### config.mk
export PLATFORM = sky130hd
export DESIGN_NAME = dds_pwm_modulator
export DESIGN_NICKNAME = d
export VERILOG_FILES = /design/src/rtl/dds_pwm_modulator.sv
export SDC_FILE = /design/constraint.sdc
export NUM_CORES = 2
export LEC_CHECK = 0
export BUFFER_PORTS_ARGS = -buffer_cell sky130_fd_sc_hd__buf_2
export CAP_MARGIN = 20
export CORE_ASPECT_RATIO = 1.2
export CORE_UTILIZATION = 30
export DETAILED_ROUTE_END_ITERATION = 7
export PLACE_DENSITY_LB_ADDON = 0.15
export SYNTH_ARGS = -nofsm -noshare
export SYNTH_HDL_FRONTEND = slang
export SYNTH_SLANG_ARGS = --single-unit
### constraint.sdc
create_clock -name clk_in -period 6.35 [get_ports clk_in]
set_input_delay 0 -clock clk_in [delete_from_list [all_inputs] [get_ports clk_in]]
set_output_delay 0 -clock clk_in [all_outputs]
set_load 0.005 [all_outputs]
### src/rtl/dds_pwm_modulator.sv
// Multi-channel DDS sine PWM modulator: one phase accumulator and carrier,
// per-channel LUT offset and amplitude scale, duty updates only at carrier wrap.
module dds_pwm_modulator #(
    parameter int CH_P    = 3,
    parameter int DEPTH_P = 8,
    parameter int WIDTH_P = 12,
    parameter int ACC_W_P = 32
) (
    input  logic                    clk_in,
    input  logic                    rst_in,
    input  logic                    en,
    input  logic [15:0]             presc,
    input  logic [ACC_W_P-1:0]      phase_inc,
    input  logic [CH_P*DEPTH_P-1:0] phase_off,
    input  logic [8:0]              ampl_scale,
    output logic [CH_P-1:0]         pwm_out,
    output logic                    sync_out
);
    localparam int PW = WIDTH_P + 10;
    localparam logic [WIDTH_P-1:0] MID = WIDTH_P'(1) << (WIDTH_P - 1);
    localparam logic [WIDTH_P-1:0] CMAX = '1;

    logic [15:0]             pre_cnt;
    logic [15:0]             presc_sh;
    logic [WIDTH_P-1:0]      carrier;
    logic [ACC_W_P-1:0]      acc;
    logic [ACC_W_P-1:0]      inc_sh;
    logic [CH_P*DEPTH_P-1:0] off_sh;
    logic [8:0]              scale_sh;
    logic [8:0]              scale_clamped;
    logic                    tick;
    logic                    wrap;

    logic [DEPTH_P-1:0]        idx_q  [CH_P];
    logic signed [WIDTH_P:0]   s_q    [CH_P];
    logic [WIDTH_P-1:0]        nxt_q  [CH_P];
    logic [WIDTH_P-1:0]        duty_q [CH_P];
    logic signed [PW-1:0]      prod   [CH_P];
    logic [WIDTH_P-1:0]        shifted [CH_P];

    // Quarter-wave magnitude table, round(2047*sin(2*pi*i/256)), i = 0..64
    function automatic logic [10:0] qtab(input logic [6:0] i);
        logic [10:0] q;
        case (i)
            7'd0:  q = 11'd0;    7'd1:  q = 11'd50;   7'd2:  q = 11'd100;
            7'd3:  q = 11'd151;  7'd4:  q = 11'd201;  7'd5:  q = 11'd251;
            7'd6:  q = 11'd300;  7'd7:  q = 11'd350;  7'd8:  q = 11'd399;
            7'd9:  q = 11'd449;  7'd10: q = 11'd497;  7'd11: q = 11'd546;
            7'd12: q = 11'd594;  7'd13: q = 11'd642;  7'd14: q = 11'd690;
            7'd15: q = 11'd737;  7'd16: q = 11'd783;  7'd17: q = 11'd830;
            7'd18: q = 11'd875;  7'd19: q = 11'd920;  7'd20: q = 11'd965;
            7'd21: q = 11'd1009; 7'd22: q = 11'd1052; 7'd23: q = 11'd1095;
            7'd24: q = 11'd1137; 7'd25: q = 11'd1179; 7'd26: q = 11'd1219;
            7'd27: q = 11'd1259; 7'd28: q = 11'd1299; 7'd29: q = 11'd1337;
            7'd30: q = 11'd1375; 7'd31: q = 11'd1411; 7'd32: q = 11'd1447;
            7'd33: q = 11'd1483; 7'd34: q = 11'd1517; 7'd35: q = 11'd1550;
            7'd36: q = 11'd1582; 7'd37: q = 11'd1614; 7'd38: q = 11'd1644;
            7'd39: q = 11'd1674; 7'd40: q = 11'd1702; 7'd41: q = 11'd1729;
            7'd42: q = 11'd1756; 7'd43: q = 11'd1781; 7'd44: q = 11'd1805;
            7'd45: q = 11'd1828; 7'd46: q = 11'd1850; 7'd47: q = 11'd1871;
            7'd48: q = 11'd1891; 7'd49: q = 11'd1910; 7'd50: q = 11'd1927;
            7'd51: q = 11'd1944; 7'd52: q = 11'd1959; 7'd53: q = 11'd1973;
            7'd54: q = 11'd1986; 7'd55: q = 11'd1997; 7'd56: q = 11'd2008;
            7'd57: q = 11'd2017; 7'd58: q = 11'd2025; 7'd59: q = 11'd2032;
            7'd60: q = 11'd2037; 7'd61: q = 11'd2041; 7'd62: q = 11'd2045;
            7'd63: q = 11'd2046;
            default: q = 11'd2047;
        endcase
        return q;
    endfunction

    // Signed sample LUT[k]-MID, unfolded from the quarter table
    function automatic logic signed [WIDTH_P:0] lut_s(input logic [DEPTH_P-1:0] k);
        logic [6:0]              qi;
        logic signed [WIDTH_P:0] m;
        qi = k[DEPTH_P-2] ? 7'd64 - {1'b0, k[DEPTH_P-3:0]}
                          : {1'b0, k[DEPTH_P-3:0]};
        m = (WIDTH_P+1)'(qtab(qi));
        return k[DEPTH_P-1] ? -m : m;
    endfunction

    assign scale_clamped = (ampl_scale > 9'd256) ? 9'd256 : ampl_scale;
    assign tick = (pre_cnt == presc_sh);
    assign wrap = tick && (carrier == CMAX);

    always_comb begin
        for (int c = 0; c < CH_P; c++) begin
            prod[c] = PW'(s_q[c]) * PW'($signed({1'b0, scale_sh}));
            shifted[c] = WIDTH_P'(prod[c] >>> 8);
        end
    end

    // Pipeline free-runs; its inputs only move at wrap, so it settles in 3 clocks
    always_ff @(posedge clk_in) begin
        if (rst_in) begin
            for (int c = 0; c < CH_P; c++) begin
                idx_q[c] <= '0;
                s_q[c]   <= '0;
                nxt_q[c] <= '0;
            end
        end else begin
            for (int c = 0; c < CH_P; c++) begin
                idx_q[c] <= acc[ACC_W_P-1 -: DEPTH_P]
                          + off_sh[c*DEPTH_P +: DEPTH_P];
                s_q[c]   <= lut_s(idx_q[c]);
                nxt_q[c] <= MID + shifted[c];
            end
        end
    end

    always_ff @(posedge clk_in) begin
        if (rst_in) begin
            pre_cnt  <= '0;
            carrier  <= '0;
            acc      <= '0;
            presc_sh <= '0;
            inc_sh   <= '0;
            off_sh   <= '0;
            scale_sh <= '0;
            pwm_out  <= '0;
            sync_out <= 1'b0;
            for (int c = 0; c < CH_P; c++) duty_q[c] <= '0;
        end else if (!en) begin
            pre_cnt  <= '0;
            carrier  <= '0;
            pwm_out  <= '0;
            sync_out <= 1'b0;
        end else begin
            pre_cnt  <= tick ? '0 : pre_cnt + 16'd1;
            if (tick) carrier <= carrier + WIDTH_P'(1);
            sync_out <= wrap;
            for (int c = 0; c < CH_P; c++) pwm_out[c] <= (carrier < duty_q[c]);
            if (wrap) begin
                acc      <= acc + inc_sh;
                presc_sh <= presc;
                inc_sh   <= phase_inc;
                off_sh   <= phase_off;
                scale_sh <= scale_clamped;
                for (int c = 0; c < CH_P; c++) duty_q[c] <= nxt_q[c];
            end
        end
    end
endmodule

==> flow_metrics.tcl <==
set metrics [dict create \
    finalCritPeriodShare_pct 90.64 \
    grt_pass1_vias 23440 \
    cts_made_buffers 37 \
    critical_path.endpoint "nxt_q[0][35]$_SDFF_PP0_" \
    ios 88 \
    num_rows 124 \
    fin_ws_ps 594.6 \
    leakagePower_nw 14.67 \
    required_ps 6840 \
    insertion_delay_ps 590 \
    start_util_pct 30.29 \
    grt_pass1_wl_mm 126.9 \
    syn_to_final_growth_pct 13.00 \
    synth_seq_cells 280 \
    start_kind "flip-flop" \
    yosysSeqAreaShare_pct 20.68 \
    grt_use_total_pct 16.00 \
    final_nets 4138 \
    remaining_drc_errors 0 \
    synth_edf_count 36 \
    dr.pass1.iters 5 \
    die_y_um 341.7 \
    hpwl_mm 57.89 \
    rsz0062_at_grt "false" \
    final_common_cell "nand2_1" \
    setup_viol 0 \
    crit_type "reg -> reg" \
    arrival_ps 6240 \
    hold_ws_ps 143.7 \
    hold_start "en" \
    netlist_area_um2 28850 \
    critPathMaxStageDelay_ps 540 \
    final_cell_mix "476 x nand2_1, 402 x inv_1, 268 x fa_1" \
    ctsRootBufferMaster "clkbuf_16" \
    hold_viol_final 0 \
    cts-htree-levels 2 \
    n_antenna_cell 0 \
    skew_ps 45.11 \
    path_max_fanout 9 \
    cp-startpoint "s_q[0][31]$_SDFF_PP0_" \
    grt_util_met3_pct 2.067 \
    fin_area_um2 32610 \
    placed_cell_area_um2 30460 \
    globalRouteMet2Util_pct 27.41 \
    p_per_area_nw_per_um2 126.4 \
    grt_max_degree 82 \
    grt_busiest_layer "met2" \
    status "completed" \
    max_cap_viol_count 0 \
    drt_iter0_markers 1063 \
    wl_per_cell_um 15.97 \
    cts_tree "yes" \
    ys_types 95 \
    multi_input_area_um2 20540 \
    worst_slew_pin_slew_ps 1073 \
    die_area_um2 97430 \
    ir_worst_vdd_uv 129.8 \
    antenna_found_initial 2 \
    drtAntennaViolNets 0 \
    post_cts_buffers 0 \
    cpLargestDelayFamily "adder cells" \
    setup_tns_ps 0 \
    seq_area_um2 5966 \
    ys.warnings.count 0 \
    maxSlewViolCount 0 \
    place.gp.congestion 0.7969 \
    timing.fmax_mhz 173.8 \
    async_flop_share_pct 0 \
    layout-drive-gt1-share_pct 7.147 \
    grtUsageMet1_pct 21.19 \
    clock_path_buffers 3 \
    synth_cells 3477 \
    critical_path_buf_inv_count 6 \
    r2r_start "s_q[0][31]$_SDFF_PP0_" \
    cts.sinks 280 \
    synth_fp_nets 4075 \
    layout_min_cycle_time_ps 5755 \
    wirelength_mm 77.11 \
    hold_buffers 87 \
    dp_slack_ps 594.6 \
    syn_avg_cell_area_um2 8.299 \
    r2r_slack_ps 590 \
    max_slew_margin_pct 27.92 \
    reg2reg_depth 20 \
    end_kind "flip-flop" \
    cp_cell_sequence "nand2_1 > fa_1 > inv_1 > fa_1 > inv_1 > fa_1 > inv_1 > fa_1 > inv_1 > fa_1 > inv_1 > ha_1 > nand2_1 > o31ai_1 > o311ai_0 > buf_4 > a211oi_1 > nor3_1 > or3_1 > a21oi_1" \
    core_um2 95260 \
    overflow 0 \
    die_x_um 285.1 \
    avgViaCountPerCell 4.768 \
    cts_resized 0 \
    clk_transition_reported_paths_ps 60 \
    worst_path_max_delay_cell "fa_1" \
    synth-main-ff-cell "dfxtp_1" \
    worst-path-stages 20 \
    min_path_type "in -> reg" \
    port_buffers 87 \
    vias 23020 \
    fillerInstances 10160 \
    rr_endpoint "nxt_q[0][35]$_SDFF_PP0_" \
]
==> cells in the mapped netlist (all sizes together), types with 48 or more instances <==
cell type / count / area, µm²
nand2: 477 / 1790
inv: 408 / 1531
fa: 268 / 5365
ha: 246 / 3078
dfxtp: 244 / 4885
and2: 223 / 1395
a21oi: 214 / 1071
nor2: 204 / 765.7
clkbuf: 149 / 559.3
xnor2: 116 / 1046
o21ai: 100 / 500.5
nor3: 72 / 365.3
nand3: 57 / 285.3
buf: 54 / 274.0
xor2: 48 / 446.7
==> worst min path at each step <==
stage / endpoint / slack, ps / depth (start not counted)
detailed placement: inc_sh[30]$_SDFFE_PP0P_ / 250 / 3
floorplan: inc_sh[0]$_SDFFE_PP0P_ / 140 / 2
finish: carrier[4]$_SDFFE_PP0P_ / 140 / 3
global route: carrier[6]$_SDFFE_PP0P_ / 170 / 3
global placement: inc_sh[13]$_SDFFE_PP0P_ / 250 / 3
CTS: carrier[8]$_SDFFE_PP0P_ / 120 / 3
==> registers in the layout (all words and copies together) (netlist names), 3 cells and up <==
name and count:
idx_q 24, scale_sh 9, carrier 12, presc_sh 16, inc_sh 32, nxt_q 36
off_sh 24, pwm_out 3, acc 32, duty_q 36, s_q 39, pre_cnt 16
==> report_power, final <==
part	internal, mW	total (mW)	leakage, nW	switching, mW
logic	0.0685	0.131	11.7	0.0622
registers	1.80	1.81	2.33	0.00473
clock network	1.30	2.18	0.612	0.881
==> cell type report <==
type,instances,area share [%]
Clock inverter,20,0.8366
Inverter,409,4.709
Clock buffer,47,3.078
Multi-Input combinational cell,2585,62.99
Timing Repair Buffer,227,5.253
Sequential cell,280,18.30
Tap cell,1260,4.835
==> routing by layer <==
| layer | wire length (µm) | part of all wire (%) | up-vias |
|---|---|---|---|
| met5 | 27 | 0.035 | - |
| met4 | 1563 | 2.0 | 4 |
| met3 | 2552 | 3.3 | 85 |
| met2 | 36410 | 47 | 298 |
| met1 | 36550 | 47 | 10990 |
| li1 | - | - | 11650 |
==> worst reg2reg max path: stages, from the launching register on <==
cell and delay [ps]:
dfxtp_1 510, nand2_1 140, fa_1 540, inv_1 50, fa_1 510, inv_1 50
fa_1 470, inv_1 50, fa_1 530, inv_1 50, fa_1 520, inv_1 40
ha_1 320, nand2_1 80, o31ai_1 390, o311ai_0 170, buf_4 170, a211oi_1 430
nor3_1 130, or3_1 360, a21oi_1 140
==> through the flow <==
step / utilization [%] / instances / power [mW]
after floorplan: - / 3477 / 1.891
after global placement: 31.97 / 4674 / 1.940
after detailed placement: 31.97 / 4674 / 1.940
after CTS: 34.23 / 4828 / 4.213
after global routing: 34.23 / 4828 / 4.293
final: 34.23 / 4828 / 4.122
==> kinds of logic (layout without fill, tap and decap cells) <==
logic type	count (synthesis)	in the layout	share of synthesized area [%]
buf+inv	612	703	8.209
fa+ha+maj	514	514	29.26
flops	280	280	20.68
xor+xnor	165	165	5.251
simple gates	1224	1224	20.39
mux	32	32	1.357
compound gates	650	650	14.86
Power figures use the tool's default switching activity.
